### config.mk
export PLATFORM = sky130hd
export DESIGN_NAME = add_cycle_7_area
export DESIGN_NICKNAME = d
export VERILOG_FILES = /design/src/rtl/add_cycle_7_area.sv
export SDC_FILE = /design/constraint.sdc
export NUM_CORES = 1
export LEC_CHECK = 0
export CAP_MARGIN = 20
export CORE_MARGIN = 2
export CORE_UTILIZATION = 50
export CTS_BUF_LIST = sky130_fd_sc_hd__clkbuf_4 sky130_fd_sc_hd__clkbuf_8
export DETAILED_ROUTE_END_ITERATION = 8
export MAX_ROUTING_LAYER = met4
export PLACE_DENSITY = 0.71
export SETUP_SLACK_MARGIN = 0.5
export SYNTH_ARGS = -nofsm -noshare
export SYNTH_HDL_FRONTEND = slang
export SYNTH_SLANG_ARGS = --single-unit
export TNS_END_PERCENT = 1
### constraint.sdc
create_clock -name clock -period 3.9 [get_ports clock]
set_clock_uncertainty 0.2 [all_clocks]
set_input_delay 1.17 -clock clock [delete_from_list [all_inputs] [get_ports clock]]
set_output_delay 1.17 -clock clock [all_outputs]
set_load 0.05 [all_outputs]
### src/rtl/add_cycle_7_area.sv
// rtl/add_cycle_7_area.sv - fully pipelined binary32 adder, RNE, operands at edge k give a result after edge k+7.
// Define ADD7_DENORM_EN for gradual underflow; otherwise subnormal inputs/results flush to signed zero.
module add_cycle_7_area #(
  parameter int EXP_W = 8,
  parameter int MAN_W = 23
) (
  input  logic                   clock,
  input  logic                   reset_n,
  input  logic [EXP_W+MAN_W:0]   dataa,
  input  logic [EXP_W+MAN_W:0]   datab,
  output logic [EXP_W+MAN_W:0]   result,
  output logic                   nan,
  output logic                   overflow,
  output logic                   underflow,
  output logic                   zero
);
  localparam int W = EXP_W + MAN_W + 1;

  // returns {exp[7:0], significand-with-hidden-bit[23:0]}
  function automatic logic [31:0] unpack(input logic [30:0] x);
    logic [7:0]  e;
    logic [23:0] m;
    e = x[30:23];
    m = {1'b1, x[22:0]};
    if (e == 8'd0) begin
`ifdef ADD7_DENORM_EN
      e = 8'd1;
      m = {1'b0, x[22:0]};
`else
      m = 24'd0;
`endif
    end
    return {e, m};
  endfunction

  logic [W-1:0]  in_a, in_b;
  logic [6:0]    vld;
  logic          s1_sa, s1_sb;
  logic [7:0]    s1_ea, s1_eb;
  logic [23:0]   s1_ma, s1_mb;
  logic [2:0]    s1_spc;
  // ctl bits: [4] special, [3] special is NaN, [2] inf sign, [1] result sign, [0] sign of an exact zero
  logic [4:0]    s2_ctl, s3_ctl, s4_ctl, s5_ctl, s6_ctl;
  logic          s2_sub, s3_sub;
  logic [7:0]    s2_e, s2_diff, s3_e, s4_e, s5_e;
  logic [23:0]   s2_mb, s2_ms;
  logic [26:0]   s3_big, s3_small;
  logic [27:0]   s4_sum, s5_sum;
  logic [4:0]    s5_lz;
  logic signed [9:0] s6_e;
  logic [26:0]   s6_m;
  logic          s6_nz;

  logic [31:0]   ua, ub;
  logic          a_nan, b_nan, a_inf, b_inf, a_big;
  logic [2:0]    spc_c;
  logic [26:0]   sm, al;
  logic          st;
  logic [4:0]    lz, sh;
  logic [26:0]   m6;
  logic signed [9:0] e6, ef;
  logic          inc;
  logic [24:0]   rm;
  logic [22:0]   mant;
  logic [31:0]   res;
  logic          f_nan, f_ov, f_uf;

  always_comb begin
    ua    = unpack(in_a[30:0]);
    ub    = unpack(in_b[30:0]);
    a_nan = (&in_a[30:23]) & (|in_a[22:0]);
    b_nan = (&in_b[30:23]) & (|in_b[22:0]);
    a_inf = (&in_a[30:23]) & ~(|in_a[22:0]);
    b_inf = (&in_b[30:23]) & ~(|in_b[22:0]);
    spc_c = {a_nan | b_nan | a_inf | b_inf,
             a_nan | b_nan | (a_inf & b_inf & (in_a[31] ^ in_b[31])),
             a_inf ? in_a[31] : in_b[31]};
    a_big = {s1_ea, s1_ma} >= {s1_eb, s1_mb};
  end

  // alignment: everything shifted past the round bit is folded into the sticky LSB
  always_comb begin
    sm = {s2_ms, 3'b000};
    if (s2_diff >= 8'd27) begin
      al = 27'd0;
      st = |s2_ms;
    end else begin
      al = sm >> s2_diff;
      st = |(sm & ~(27'h7FF_FFFF << s2_diff));
    end
    al = al | {26'd0, st};
  end

  always_comb begin
    lz = 5'd28;
    for (int i = 0; i < 28; i++)
      if (s4_sum[i]) lz = 5'(27 - i);
  end

  always_comb begin
    sh = 5'd0;
    m6 = s5_sum[27:1] | {26'd0, s5_sum[0]};
    e6 = 10'({2'b00, s5_e}) + 10'sd1;
    if (s5_lz != 5'd0) begin
      sh = s5_lz - 5'd1;
`ifdef ADD7_DENORM_EN
      // never shift below exponent 1: the result stays subnormal instead
      if ({3'd0, sh} >= s5_e) sh = 5'(s5_e - 8'd1);
`endif
      m6 = s5_sum[26:0] << sh;
      e6 = 10'({2'b00, s5_e}) - 10'(sh);
    end
  end

  always_comb begin
    inc   = s6_m[2] & (s6_m[3] | s6_m[1] | s6_m[0]);
    rm    = {1'b0, s6_m[26:3]} + {24'd0, inc};
    mant  = rm[24] ? rm[23:1] : rm[22:0];
    ef    = rm[24] ? s6_e + 10'sd1 : s6_e;
    res   = 32'd0;
    f_nan = 1'b0;
    f_ov  = 1'b0;
    f_uf  = 1'b0;
    if (s6_ctl[4]) begin
      f_nan = s6_ctl[3];
      res   = s6_ctl[3] ? 32'h7FC0_0000 : {s6_ctl[2], 8'hFF, 23'd0};
    end else if (!s6_nz) begin
      res = {s6_ctl[0], 31'd0};
`ifdef ADD7_DENORM_EN
    end else if (ef >= 10'sd255) begin
      res  = {s6_ctl[1], 8'hFF, 23'd0};
      f_ov = 1'b1;
    end else begin
      res  = {s6_ctl[1], (rm[24] | rm[23]) ? ef[7:0] : 8'd0, mant};
      f_uf = ~(rm[24] | rm[23]);
    end
`else
    end else if (s6_e <= 10'sd0) begin
      res  = {s6_ctl[1], 31'd0};
      f_uf = 1'b1;
    end else if (ef >= 10'sd255) begin
      res  = {s6_ctl[1], 8'hFF, 23'd0};
      f_ov = 1'b1;
    end else begin
      res = {s6_ctl[1], ef[7:0], mant};
    end
`endif
  end

  always_ff @(posedge clock or negedge reset_n) begin
    if (!reset_n) begin
      in_a <= '0;  in_b <= '0;  vld <= '0;
      s1_sa <= 1'b0;  s1_sb <= 1'b0;  s1_ea <= '0;  s1_eb <= '0;
      s1_ma <= '0;  s1_mb <= '0;  s1_spc <= '0;
      s2_ctl <= '0;  s2_sub <= 1'b0;  s2_e <= '0;  s2_diff <= '0;  s2_mb <= '0;  s2_ms <= '0;
      s3_ctl <= '0;  s3_sub <= 1'b0;  s3_e <= '0;  s3_big <= '0;  s3_small <= '0;
      s4_ctl <= '0;  s4_e <= '0;  s4_sum <= '0;
      s5_ctl <= '0;  s5_e <= '0;  s5_sum <= '0;  s5_lz <= '0;
      s6_ctl <= '0;  s6_e <= '0;  s6_m <= '0;  s6_nz <= 1'b0;
      result <= '0;  nan <= 1'b0;  overflow <= 1'b0;  underflow <= 1'b0;  zero <= 1'b0;
    end else begin
      in_a     <= dataa;
      in_b     <= datab;
      vld      <= {vld[5:0], 1'b1};
      s1_sa    <= in_a[31];
      s1_sb    <= in_b[31];
      s1_ea    <= ua[31:24];
      s1_eb    <= ub[31:24];
      s1_ma    <= ua[23:0];
      s1_mb    <= ub[23:0];
      s1_spc   <= spc_c;
      s2_ctl   <= {s1_spc, a_big ? s1_sa : s1_sb, s1_sa & s1_sb};
      s2_sub   <= s1_sa ^ s1_sb;
      s2_e     <= a_big ? s1_ea : s1_eb;
      s2_diff  <= a_big ? s1_ea - s1_eb : s1_eb - s1_ea;
      s2_mb    <= a_big ? s1_ma : s1_mb;
      s2_ms    <= a_big ? s1_mb : s1_ma;
      s3_ctl   <= s2_ctl;
      s3_sub   <= s2_sub;
      s3_e     <= s2_e;
      s3_big   <= {s2_mb, 3'b000};
      s3_small <= al;
      s4_ctl   <= s3_ctl;
      s4_e     <= s3_e;
      s4_sum   <= s3_sub ? {1'b0, s3_big} - {1'b0, s3_small} : {1'b0, s3_big} + {1'b0, s3_small};
      s5_ctl   <= s4_ctl;
      s5_e     <= s4_e;
      s5_sum   <= s4_sum;
      s5_lz    <= lz;
      s6_ctl   <= s5_ctl;
      s6_e     <= e6;
      s6_m     <= m6;
      s6_nz    <= |s5_sum;
      // bubbles left behind by reset produce all-zero outputs, not a zero flag
      result    <= vld[6] ? res : '0;
      nan       <= vld[6] & f_nan;
      overflow  <= vld[6] & f_ov;
      underflow <= vld[6] & f_uf;
      zero      <= vld[6] & ~(|res[30:0]);
    end
  end
endmodule

; After elaboration in Yosys (flattened, before gate mapping)
; Cells that the tools add are included.
[word_totals]
output_inout_bits = 36
regBits = 441
input_bits = 66
[op_classes]
shifts = 3
bitwise_logic = 27
reduce_logical = 11
order_cmp = 4
n_addsub = 9
muxes = 57
[ops]
columns = cell, count
row1 = $mux W5, 27
row2 = $mux W32, 4
row3 = $mux W24, 4
row4 = $mux W31, 2
row5 = $mux W27, 2
row6 = $or A27 B1 Y27, 2
row7 = $reduce_or A23 Y1, 2
row8 = $ge A32 B32 Y1, 1
row9 = $reduce_or A31 Y1, 1
row10 = $add A27 B27 Y28, 1
row11 = $mux W28, 1
row12 = $reduce_or A28 Y1, 1
row13 = $sub A27 B27 Y28, 1
row14 = $and A27 B27 Y27, 1
row15 = $not A27 Y27, 1
row16 = $reduce_or A27 Y1, 1
row17 = $shl A27 B5 Y27, 1
row18 = $shl A27 B8 Y27 const A, 1
row19 = $shr A27 B8 Y27, 1
row20 = $add A24 B1 Y25, 1
row21 = $reduce_or A24 Y1, 1
row22 = $mux W23, 1
row23 = $mux W10, 2
row24 = $logic_not A8 Y1, 2
row25 = other kinds (17), 49

; Longest topological paths before layout
[logic_depth]
depth_word = 28
ltp_mapped = 15

; Worst setup path after synthesis
; Ideal clock, no wire load.
[synth_timing]
kind = register to register
startpoint = reg s5_lz[0]
endpoint = reg s6_e[7]
path_stages_with_launch = 16
period_less_slack_ps = 3807
arrival_ps = 3484
setup_slack_ps = 93
setup_ps = 123
cell_sequence = dfrtp_1 -> clkbuf_1 -> buf_2 -> inv_1 -> clkbuf_1 -> ha_1 -> xor2_1 -> inv_1 -> clkbuf_1 -> ha_1 -> a21o_1 -> a21o_1 -> a211o_1 -> nor3_1 -> a31oi_1 -> xnor2_1
[synth_between]
elab_chain_cells = 3
[synth_rtl]
columns = element, line
row1 = from (decl), 49  ; logic [4:0] s5_lz;
row2 = from (signal assigned), 189  ; s5_lz <= lz;
row3 = $sub A5 B1 Y5, 105  ; sh = s5_lz - 5'd1;
row4 = $sub A8 B5 Y9, 111  ; e6 = 10'({2'b00, s5_e}) - 10'(sh);
row5 = $mux W10 (*), 104  ; if (s5_lz != 5'd0) begin
row6 = via e6[7], 61  ; logic signed [9:0] e6, ef;
row7 = to (signal assigned), 159  ; s6_ctl <= '0; s6_e <= '0; s6_m <= '0; s6_nz <= 1'b0;
row8 = to (signal assigned), 191  ; s6_e <= e6;
row9 = to (decl), 50  ; logic signed [9:0] s6_e;
; Mark *: on every way through the listed nets, which the timed path passes. The rest lies on a longest branch.

; Worst setup path in the final report
[layout_timing]
startpoint = reg s3_big[7]
endpoint = reg s4_sum[26]
[layout_between]
elab_chain_cells = 2
[layout_rtl]
columns = element, line
row1 = from (decl), 47  ; logic [26:0] s3_big, s3_small;
row2 = from (signal assigned), 181  ; s3_big <= {s2_mb, 3'b000};
row3 = $add A27 B27 Y28 or $sub A27 B27 Y28 (tied branches), 185  ; s4_sum <= s3_sub ? {1'b0, s3_big} - {1'b0, s3_small} : {1'b0, s3_big} + {1'b0, s3_small};
row4 = $mux W28 (*), 185
row5 = to (signal assigned), 185
row6 = to (decl), 48  ; logic [27:0] s4_sum, s5_sum;
; Every way passes the cells marked *; elsewhere a longest branch is shown, timed or not.

==> out/summary.txt <==
Storage cell area: 11040 sq um
MaxCap Viol Count: 0
number of antenna violations at the first check in global routing: 0
number of hold buffers added after CTS: 0
Worst Hold Depth: 0
first-pass GRT wire length: 83410 microns
flip-flop and latch count after synthesis: 441
proportion of register bits with asynchronous set or reset after synthesis: 100.0%
maximum buffer depth of the clock tree: 3
most frequent cells in the layout: 441 x sky130_fd_sc_hd__dfrtp_1, 205 x sky130_fd_sc_hd__nand2_1, 162 x sky130_fd_sc_hd__nor2_1
area leader, netlist: sky130_fd_sc_hd__dfrtp_1
leakage power: 10.85 nW
wire length reported by the detailed router: 51370 microns
net count after synthesis: 2272
residual DRC count: 0
post-route setup TNS: 0 ps
Worst Max-Slew Pin Slew: 1078 ps
post-synthesis sequential area ratio: 51.65%
Final setup violation count: 0
Remaining Overflow, GRT: 0
CTS buffer count: 73
worst vdd rail ir drop: 0.3553 mV
Nets: 2396
count of mapped cells out of synthesis: 2102
WL per Instance: 18.25 microns
hold violation total from the final report: 0
run status: finished clean
RR Endpoint: s4_sum[26]$_DFF_PN0_
ranking of synthesized cells by area: sky130_fd_sc_hd__dfrtp_1 52%, sky130_fd_sc_hd__ha_1 5.9%, sky130_fd_sc_hd__nand2_1 3.6%, sky130_fd_sc_hd__o21ai_0 3.4%, sky130_fd_sc_hd__a21oi_1 3.1%
Required @ worst endpoint: 4220 ps
Synth top area share: 51.65%
count of TritonRoute iterations in the first routing pass: 7
Startpoint Class: flop
startpoint of the tightest hold check path: s4_e[3]$_DFF_PN0_
number of cells in the finished layout apart from fillers: 2814
fraction of the core area covered by cells at the end of the flow: 58.66%
placed insts: 2682
filler cell count: 3584
vias after detailed routing: 15931
RSZ-0062 raised after global routing: true
Die Area: 44410 sq um
post-synthesis instance area: 21370 sq um
Worst Path Class, Setup: reg -> reg
Final period util: 86.62%
dpl ws: 180.9 ps
height of the chip: 210.7 microns
final critical-path setup slack: 521.9 ps
predominant post-synthesis flop cell: sky130_fd_sc_hd__dfrtp_1
GR Util All Layers: 24.55%
Crit Reg-Reg Startpoint: s3_big[7]$_DFF_PN0_
area of the core: 42040 sq um
number of distinct standard cells referenced by the synthesized netlist: 78
r2r setup slk: 520 ps
max-slew violation count: 0
cell at the root of the clock tree: sky130_fd_sc_hd__clkbuf_8
total power consumption of the routed design: 14.95 mW
category of the worst setup path capture point: flop
maximum number of pins on one net before global-route repair: 98
depth of the worst register-to-register path: 11
Iteration-0 DRC Markers: 1099
via count of the first global-routing pass: 16027
number of sinks handled by clock tree synthesis: 441
fraction of layout cells with a size suffix above 1: 12.09%
class of the worst hold path: reg -> reg
Synth-to-Final Area Change: 15.41%
final critical path time including I/O delays and setup: 3378 ps
Top Ports: 102
number of placement rows: 75
Avg Inst Size Synth: 10.17 sq um
CTS tree: done
number of diodes: 0
initial core utilization: 50.83%
worst-case hold path end point: s5_e[3]$_DFF_PN0_
arrival time of data at the critical path endpoint: 3700 ps
register clock-pin slew on the reported worst setup and hold paths: 60 ps
Post-DRT Antenna Nets: 0
number of enable flip-flop cells after synthesis: 0
total number of H-tree levels: 3
total power per unit cell area: 606.3 nW/um^2
most common library cell in the layout ignoring fill and taps: sky130_fd_sc_hd__dfrtp_1
area of the multi-input gates: 9532 sq um
achievable frequency: 296.0 MHz
RD Place Congestion: 0.9846
number of vias per cell: 5.661
Slew HR: 28.13%
Die Span X: 210.7 microns
post-detail-place hpwl: 38240 microns
source-to-sink clock delay at the later pin of the worst-skew pair: 620 ps
Port-buffer cells: 101
Synth Warn #: 0
Worst Path Max Fanout: 7
Critical Path Start: s3_big[7]$_DFF_PN0_
==> layout make-up <==
cell class	instances	share of cell area [%]
Clock buffer	110	5.581
Inverter	122	1.857
Clock inverter	14	0.5886
Timing Repair Buffer	149	5.835
Sequential cell	441	44.75
Multi-Input combinational cell	1439	38.65
Tap cell	539	2.735
==> synth_stat cells, drive strengths merged (5+ instances only) <==
| cell type | number |
|---|---|
| dfrtp | 441 |
| nand2 | 207 |
| nor2 | 164 |
| o21ai | 146 |
| a21oi | 138 |
| inv | 121 |
| ha | 100 |
| clkbuf | 73 |
| nand3 | 54 |
| and2 | 51 |
| mux2 | 47 |
| nor3 | 47 |
| xnor2 | 46 |
| mux2i | 43 |
| nor4 | 37 |
| nand4 | 29 |
| buf | 28 |
| a211oi | 26 |
| o22ai | 24 |
| a21o | 23 |
| xor2 | 22 |
| a31oi | 20 |
| o211ai | 20 |
| and3 | 16 |
| nand2b | 15 |
| or3 | 14 |
| mux4 | 13 |
| nor2b | 12 |
| o21bai | 10 |
| o31ai | 10 |
| o21a | 8 |
| or2 | 8 |
| o31a | 7 |
| a21boi | 6 |
| a41oi | 6 |
| a2111oi | 5 |
| a221oi | 5 |
| o221ai | 5 |
==> sequential cells by signal, indices dropped and copies added, names as in the netlist, 7 cells and up <==
register and cells:
in_a 32, in_b 32, result 32, s1_ea 8, s1_eb 8, s1_ma 24
s1_mb 24, s2_diff 8, s2_e 8, s2_mb 24, s2_ms 24, s3_big 24
s3_e 8, s3_small 27, s4_e 8, s4_sum 28, s5_e 8, s5_sum 28
s6_e 10, s6_m 27, vld 7
==> critical path, cell delays in order, from the launching register on <==
cell and delay, ps:
sky130_fd_sc_hd__dfrtp_1 390, sky130_fd_sc_hd__ha_1 390, sky130_fd_sc_hd__a21o_1 210, sky130_fd_sc_hd__a21o_1 210
sky130_fd_sc_hd__a2111oi_1 450, sky130_fd_sc_hd__buf_4 210, sky130_fd_sc_hd__o41ai_2 80, sky130_fd_sc_hd__a221oi_1 420
sky130_fd_sc_hd__o21ai_0 200, sky130_fd_sc_hd__a31oi_1 190, sky130_fd_sc_hd__o21ai_0 110, sky130_fd_sc_hd__xor2_1 220
==> kinds of logic (layout without fill, tap and decap cells) <==
group           after synthesis  in the layout  synth area share [%]
other cells                   1              1               0.01755
xor+xnor                     68             68                 2.787
compound gates              490            490                 14.21
flops                       441            441                 51.65
fa+ha+maj                   104            104                 6.230
simple gates                672            673                 15.15
mux                         103            103                 5.861
buf+inv                     223            395                 4.093
==> worst max-delay path by stage <==
stage | to | slack, ps | cells past startpoint
6_report | s4_sum[26]$_DFF_PN0_ | 520 | 11
4_1_cts | zero$_DFF_PN0_ | 350 | 12
5_1_grt | zero$_DFF_PN0_ | 360 | 13
2_1_floorplan | s6_e[7]$_DFF_PN0_ | 510 | 15
3_5_place_dp | s2_mb[6]$_DFF_PN0_ | 180 | 9
3_3_place_gp | s2_mb[20]$_DFF_PN0_ | 270 | 9
==> power by group <==
group          leakage [nW]  switching [mW]  internal (mW)
sequential             5.30           0.814           5.29
clock                 0.810            1.73           2.39
combinational          4.74            2.88           1.85
total                  10.9            5.42           9.53
==> metrics by stage <==
step / cell area (sq um) / hold slack [ps]
finish: 24660 / 124.0
global route: 24660 / 151.8
CTS: 24590 / 128.7
detailed placement: 23030 / 134.7
global placement: 23030 / 131.4
floorplan: 21390 / 131.2
==> per-layer routing <==
layer / GRT usage, % / share of wire [%] / wire [microns]
met2: 40.64 / 50 / 25660
met4: 11.78 / 4.5 / 2304
met3: 3.851 / 4.8 / 2480
met1: 29.59 / 41 / 20920
met5: - / 0 / 0
==> repair_timing <==
item                                   4_1_cts  5_1_grt
setup buffers                                2        5
resized for setup                            2        8
setup endpoints to repair                   82       89
gates cloned                                 1        0
pin swaps                                    1        2
endpoints found under the hold margin        0        0
No activity file was read; power rests on OpenSTA's default activity.
